File: config.mk
export PLATFORM = sky130hd
export DESIGN_NAME = inst_loader
export DESIGN_NICKNAME = d
export VERILOG_FILES = /design/src/rtl/inst_loader_pkg.sv /design/src/rtl/inst_loader_byte_assembler.sv /design/src/rtl/inst_loader.sv
export SDC_FILE = /design/constraint.sdc
export NUM_CORES = 1
export LEC_CHECK = 0
export ABC_AREA = 1
export BUFFER_PORTS_ARGS = -buffer_cell sky130_fd_sc_hd__buf_2
export CORE_MARGIN = 8
export CORE_UTILIZATION = 61
export DETAILED_ROUTE_END_ITERATION = 12
export PLACE_DENSITY = 0.83
export SLEW_MARGIN = 10
export SYNTH_ARGS = -nofsm -noshare
export SYNTH_HDL_FRONTEND = slang
export SYNTH_HIERARCHICAL = 1
export SYNTH_SLANG_ARGS = --single-unit
File: constraint.sdc
create_clock -name clk -period 6 [get_ports clk]
set_input_delay 0.3 -clock clk [delete_from_list [all_inputs] [get_ports clk]]
set_output_delay 0.3 -clock clk [all_outputs]
set_load 0.05 [all_outputs]
File: src/rtl/inst_loader_pkg.sv
// Shared types and constants for the boot-time instruction loader.
package inst_loader_pkg;

    // Frame parser states: two header bytes, payload words, checksum, then a terminal state.
    typedef enum logic [2:0] {
        HDR0,
        HDR1,
        DATA,
        CSUM,
        DONE,
        ERR
    } loaderState_t;

    localparam int HDR_BYTES      = 2;
    localparam int BYTES_PER_WORD = 4;

    // Word index to byte address, matching the fetch-side addressing.
    function automatic logic [31:0] wordToByteAddr(input logic [15:0] wordIdx);
        return {14'd0, wordIdx, 2'b00};
    endfunction

endpackage

File: src/rtl/inst_loader_byte_assembler.sv
// Collects stream bytes little-endian into 32-bit words; flags the 4th byte of each word.
module byte_assembler
    import inst_loader_pkg::*;
(
    input  logic        i_clk,
    input  logic        i_rst,
    input  logic        i_clear,
    input  logic        i_valid,
    input  logic [7:0]  i_byte,
    output logic        o_wordValid,
    output logic [31:0] o_word
);

    logic [1:0]  r_byteIdx;
    logic [23:0] r_shift;

    // Shift each accepted byte in from the top so the first byte ends up least significant.
    always_ff @(posedge i_clk) begin
        if (!i_rst || i_clear) begin
            r_byteIdx <= 2'd0;
            r_shift   <= 24'd0;
        end else if (i_valid) begin
            r_byteIdx <= r_byteIdx + 2'd1;
            r_shift   <= {i_byte, r_shift[23:8]};
        end
    end

    assign o_wordValid = i_valid && (r_byteIdx == 2'(BYTES_PER_WORD - 1));
    assign o_word      = {i_byte, r_shift};

endmodule

File: src/rtl/inst_loader.sv
// Boot loader: parses a length-prefixed, XOR-checked program image from a byte
// stream, writes it into instruction memory and releases the CPU once it checks out.
module inst_loader
    import inst_loader_pkg::*;
#(
    parameter int DEPTH_WORDS = 1024
)
(
    input  logic        clk,
    input  logic        rst,
    input  logic        in_valid,
    input  logic [7:0]  in_data,
    output logic        in_ready,
    output logic        im_we,
    output logic [31:0] im_adr,
    output logic [31:0] im_wdata,
    output logic        cpu_rst,
    output logic        done,
    output logic        error,
    output logic [15:0] words_loaded
);

    localparam logic [31:0] DEPTH_LIMIT = 32'(DEPTH_WORDS);

    loaderState_t r_state;
    loaderState_t w_nextState;

    logic        w_accept;
    logic [15:0] r_len;
    logic [15:0] w_hdrLen;
    logic        w_lenBad;
    logic [17:0] r_byteCnt;
    logic [17:0] w_payloadBytes;
    logic        w_lastByte;
    logic [7:0]  r_xor;

    logic        w_asmIn;
    logic        w_asmClear;
    logic        w_asmValid;
    logic [31:0] w_asmWord;

    logic        r_imWe;
    logic [31:0] r_imAdr;
    logic [31:0] r_imWdata;
    logic [15:0] r_wordsLoaded;

    assign w_accept       = in_valid && in_ready;
    assign w_hdrLen       = {in_data, r_len[7:0]};
    assign w_lenBad       = (w_hdrLen == 16'd0) || ({16'd0, w_hdrLen} > DEPTH_LIMIT);
    assign w_payloadBytes = {r_len, 2'b00};
    assign w_lastByte     = ((r_byteCnt + 18'd1) == w_payloadBytes);
    assign w_asmIn        = w_accept && (r_state == DATA);
    assign w_asmClear     = w_accept && (r_state == HDR0);

    byte_assembler u_assembler (
        .i_clk       (clk),
        .i_rst       (rst),
        .i_clear     (w_asmClear),
        .i_valid     (w_asmIn),
        .i_byte      (in_data),
        .o_wordValid (w_asmValid),
        .o_word      (w_asmWord)
    );

    // State register.
    always_ff @(posedge clk) begin
        if (!rst) begin
            r_state <= HDR0;
        end else begin
            r_state <= w_nextState;
        end
    end

    // Next-state decode: advance only on accepted bytes; DONE and ERR hold until reset.
    always_comb begin
        w_nextState = r_state;
        case (r_state)
            HDR0: if (w_accept) w_nextState = HDR1;
            HDR1: if (w_accept) w_nextState = w_lenBad ? ERR : DATA;
            DATA: if (w_accept && w_lastByte) w_nextState = CSUM;
            CSUM: if (w_accept) w_nextState = (in_data == r_xor) ? DONE : ERR;
            DONE: w_nextState = DONE;
            ERR:  w_nextState = ERR;
            default: w_nextState = ERR;
        endcase
    end

    // Status outputs decoded from state; the CPU stays in reset unless the image checked out.
    always_comb begin
        in_ready = 1'b0;
        done     = 1'b0;
        error    = 1'b0;
        cpu_rst  = 1'b1;
        case (r_state)
            HDR0, HDR1, DATA, CSUM: in_ready = rst;
            DONE: begin
                done    = 1'b1;
                cpu_rst = 1'b0;
            end
            ERR: error = 1'b1;
            default: error = 1'b1;
        endcase
    end

    // Header capture, payload byte count, running XOR and the registered memory write port.
    always_ff @(posedge clk) begin
        if (!rst) begin
            r_len         <= 16'd0;
            r_byteCnt     <= 18'd0;
            r_xor         <= 8'd0;
            r_imWe        <= 1'b0;
            r_imAdr       <= 32'd0;
            r_imWdata     <= 32'd0;
            r_wordsLoaded <= 16'd0;
        end else begin
            r_imWe <= w_asmValid;
            if (w_asmValid) begin
                r_imAdr       <= wordToByteAddr(r_wordsLoaded);
                r_imWdata     <= w_asmWord;
                r_wordsLoaded <= r_wordsLoaded + 16'd1;
            end
            if (w_accept) begin
                case (r_state)
                    HDR0: begin
                        r_len[7:0] <= in_data;
                        r_byteCnt  <= 18'd0;
                        r_xor      <= 8'd0;
                    end
                    HDR1: r_len[15:8] <= in_data;
                    DATA: begin
                        r_byteCnt <= r_byteCnt + 18'd1;
                        r_xor     <= r_xor ^ in_data;
                    end
                    default: ;
                endcase
            end
        end
    end

    assign im_we        = r_imWe;
    assign im_adr       = r_imAdr;
    assign im_wdata     = r_imWdata;
    assign words_loaded = r_wordsLoaded;

endmodule

==> Implementation_results.wiki <==
{| class="wikitable"
! Metric !! Value
|-
| Outcome || complete, no violations
|-
| Ys async rst share || 0%
|-
| Highest attainable clock frequency || 274 MHz
|-
| Synth warn || 6
|-
| Port Buffers || 79
|-
| IO Count || 96
|-
| Most frequent cells in the layout || sky130_fd_sc_hd__nand2_1, sky130_fd_sc_hd__dfxtp_1, sky130_fd_sc_hd__nor2_1, sky130_fd_sc_hd__a21oi_1, sky130_fd_sc_hd__buf_2
|-
| Clock Tree Root || sky130_fd_sc_hd__clkbuf_8
|-
| Number of hold-slack violations in the final timing report || 0
|-
| Post-synth EDFFs || 0
|-
| P_int || 1580 uW
|-
| Total of hold buffers inserted after clock tree synthesis || 0
|-
| Die span in y || 116 um
|-
| Final worst clock skew || 0.00638 ns
|-
| Area of the placeable core || 0.00977 sq mm
|-
| Buffer depth of the longest clock path || 2
|-
| Total global routing overflow || 0
|-
| Worst voltage drop across the vdd grid || 0.000217 V
|-
| Switching power share of the total || 24.0%
|-
| Number of buffers inserted during clock tree synthesis || 17
|-
| NumNets Final || 941
|-
| Worst setup path startpoint || rst
|-
| Syn Std Cell Area || 0.00613 sq mm
|-
| Post-synthesis to final-layout area growth || 14.5%
|-
| Leakage || 0.00307 uW
|-
| Post-synthesis sequential element count || 136
|-
| Count of mapped cells out of synthesis || 868
|-
| Setup fix buffers added after clock tree synthesis || 0
|-
| Worst hold path cell count || 3
|-
| Part of the total power dissipated in the clock network || 50.5%
|-
| Number of distinct library cells after synthesis || 36
|-
| Vias in the first global route || 5489
|-
| Die area || 0.0135 sq mm
|-
| Placer Congestion || 0.817
|-
| Flop2flop setup slack || 2.90 ns
|-
| Placed Instance Area || 0.00642 sq mm
|-
| Setup repair after global routing missed its margin || no
|-
| Maxcap violations || 0
|-
| Fraction of power consumed by sequential logic || 44.2%
|-
| Final setup violation count || 0
|-
| Post-CTS clock slew at the launch and capture registers of the worst setup and hold paths || 0.06 ns
|-
| Class of the tightest hold or removal check || in -> reg
|-
| Drt total wl || 15.5 mm
|-
| Final HPWL DP || 9.90 mm
|-
| Routed wire length per instance || 14.4 um
|-
| Mean Syn Cell Area || 7.06 sq um
|-
| Arr. time, crit path || 4.03 ns
|-
| Antenna violations before repair || 0
|-
| Capturing instance or port of the critical path || words_loaded[15]
|-
| Total Neg Setup Slack || 0 ns
|-
| Via density per instance || 5.35
|-
| CP Class || in -> reg
|-
| Share of total power in combinational logic || 5.4%
|-
| Pin count of the biggest net entering global routing || 77
|-
| Worst Path Max Fanout || 76
|-
| Horizontal die dimension || 116 um
|-
| Count of instances resized after the clock tree is built || 0
|-
| Power density of the placed cells || 297 mW/mm^2
|-
| DR vias || 5734
|-
| Antenna diode count || 0
|-
| Insertion delay of the later-clocked pin in the worst-skew pair || 0.53 ns
|-
| Number of standard-cell rows in the floorplan || 36
|-
| Iteration count of the initial detailed-routing pass || 6
|-
| CTS tree || built
|-
| Post-Layout Inst Area || 0.00702 sq mm
|-
| Portion of the clock cycle consumed by the worst path in the final layout || 60.8%
|-
| Prevailing post-synth register cell || sky130_fd_sc_hd__dfxtp_1
|-
| # H-tree levels || 4
|-
| Detailed router's first-iteration violation count || 370
|-
| DRC violation count after routing || 0
|-
| Fraction of final layout cells with drive strength greater than 1 || 15.2%
|-
| Crit path capture type || flop
|-
| Sequential element share of the synthesized area || 44.4%
|-
| Req. time, crit path || 6.38 ns
|-
| First-pass GRT wire length || 25.8 mm
|-
| Switch Pwr || 502 uW
|-
| GR Util All Layers || 23.7%
|-
| Depth of the worst register-to-register path || 15
|-
| Detail Route Antenna Nets || 0
|-
| Starting density of the core || 62.7%
|-
| Capturing point of the worst reg2reg path || words_loaded[15]
|-
| Reg-to-Reg Start || r_state[2]
|-
| Transition time at the pin with the least slew margin || 0.695 ns
|-
| Crit path launch type || input port
|-
| Final period demand of the worst path || 3.65 ns
|-
| CTS Sinks || 136
|-
| Final max-slew violation count || 0
|-
| Most frequent standard cell in the layout excluding fill and tap cells || sky130_fd_sc_hd__nand2_1
|-
| Relative slew slack || 53.6%
|}
[kinds of logic after synthesis]
logic type / count (synthesis) / share of synthesized area [%]
and+or+nand+nor: 417 / 28.7
AOI/OAI and AO/OA: 169 / 14.3
DFF: 136 / 44.4
buffers and inverters: 133 / 10.6
xor gates and xnor gates: 8 / 1.14
adders and majority gates: 4 / 0.817
other: 1 / 0.0612
[synth_stat cells (2+ instances only)]
cell | n | share of area, %
sky130_fd_sc_hd__nand2_1 | 199 | 12
sky130_fd_sc_hd__dfxtp_1 | 136 | 44
sky130_fd_sc_hd__nor2_1 | 122 | 7.5
sky130_fd_sc_hd__a21oi_1 | 83 | 6.8
sky130_fd_sc_hd__o21ai_0 | 71 | 5.8
sky130_fd_sc_hd__inv_1 | 68 | 4.2
sky130_fd_sc_hd__nand3_1 | 47 | 3.8
sky130_fd_sc_hd__buf_4 | 24 | 2.9
sky130_fd_sc_hd__clkbuf_1 | 19 | 1.2
sky130_fd_sc_hd__nand4_1 | 13 | 1.3
sky130_fd_sc_hd__nor3_1 | 12 | 0.98
sky130_fd_sc_hd__xor2_1 | 8 | 1.1
sky130_fd_sc_hd__nand2_2 | 6 | 0.61
sky130_fd_sc_hd__nor2_2 | 6 | 0.61
sky130_fd_sc_hd__buf_1 | 5 | 0.31
sky130_fd_sc_hd__buf_2 | 5 | 0.41
sky130_fd_sc_hd__inv_2 | 5 | 0.31
sky130_fd_sc_hd__a21oi_2 | 4 | 0.57
sky130_fd_sc_hd__ha_1 | 4 | 0.82
sky130_fd_sc_hd__a211oi_1 | 3 | 0.37
sky130_fd_sc_hd__a31oi_1 | 3 | 0.31
sky130_fd_sc_hd__buf_6 | 3 | 0.55
sky130_fd_sc_hd__nand3b_1 | 3 | 0.37
sky130_fd_sc_hd__nor2_4 | 3 | 0.55
sky130_fd_sc_hd__o21ai_1 | 3 | 0.24
sky130_fd_sc_hd__buf_8 | 2 | 0.49
sky130_fd_sc_hd__nor4_1 | 2 | 0.20
[per-stage QoR]
stage	worst slack (ns)	total power [uW]	hold WS (ns)	utilization (%)	cells
after floorplan	2.67	1040	0.435	-	883
after global placement	2.13	1050	0.454	65.7	1040
after detailed placement	1.97	1050	0.453	65.7	1040
after CTS	2.42	2090	0.0936	71.8	1072
after global routing	1.84	2150	0.108	71.8	1072
final	2.35	2090	0.106	71.8	1072
[critical path, cell delays in order]
cell	delay [ns]
sky130_fd_sc_hd__buf_2	0.07
sky130_fd_sc_hd__buf_4	0.51
sky130_fd_sc_hd__inv_2	0.46
sky130_fd_sc_hd__nor2_2	0.20
sky130_fd_sc_hd__nand2_1	0.17
sky130_fd_sc_hd__nor2_4	0.11
sky130_fd_sc_hd__buf_4	0.51
sky130_fd_sc_hd__nand2_1	0.12
sky130_fd_sc_hd__inv_1	0.12
sky130_fd_sc_hd__nand2_1	0.07
sky130_fd_sc_hd__nor2_1	0.13
sky130_fd_sc_hd__nand4_1	0.12
sky130_fd_sc_hd__nor2_1	0.13
sky130_fd_sc_hd__nand3_1	0.12
sky130_fd_sc_hd__nor3_1	0.40
sky130_fd_sc_hd__nand4_1	0.19
sky130_fd_sc_hd__nor3_1	0.19
sky130_fd_sc_hd__nor3_1	0.07
[worst min-delay path by stage]
stage | startpoint | to
2_1_floorplan | in_data[4] | r_len[12]
3_3_place_gp | u_assembler/r_shift[1] | u_assembler/r_shift[1]
3_5_place_dp | u_assembler/r_shift[2] | u_assembler/r_shift[2]
4_1_cts | in_data[7] | u_assembler/r_shift[23]
5_1_grt | in_data[0] | u_assembler/r_shift[16]
6_report | in_data[7] | u_assembler/r_shift[23]
[layout make-up]
cell class	count	area, sq um
repair buffers	82	418
clock inverters	14	174
flip-flops and latches	136	2720
clock buffers	18	428
inverters	75	289
multi-input cells	614	2820
fillers	786	2750
well taps	133	166
[state kept, by name, summed over array words and instances (netlist names)]
register / cells
im_adr: 16
words_loaded: 16
u_assembler/r_byteIdx: 2
r_xor: 8
r_len: 16
im_wdata: 32
im_we: 1
u_assembler/r_shift: 24
r_state: 3
r_byteCnt: 18
[routing by layer]
layer / GRT usage, % / vias to the layer above / wire length, um / share of wire (%)
li1: - / 2877 / - / -
met1: 29.2 / 2631 / 6660 / 43
met2: 39.0 / 194 / 7570 / 49
met3: 5.48 / 32 / 902 / 5.8
met4: 10.3 / 0 / 323 / 2.1
met5: 0 / - / 0 / 0
[power by group through the flow]
stage                     Sequential [uW]  Clock, uW  Combinational, uW
final                                 921       1050                112
after global routing                  922       1100                124
after CTS                             921       1060                111
after detailed placement              940          0                110
after global placement                940          0                109
after floorplan                       938          0               99.8
(Power assumes the default switching activity.)
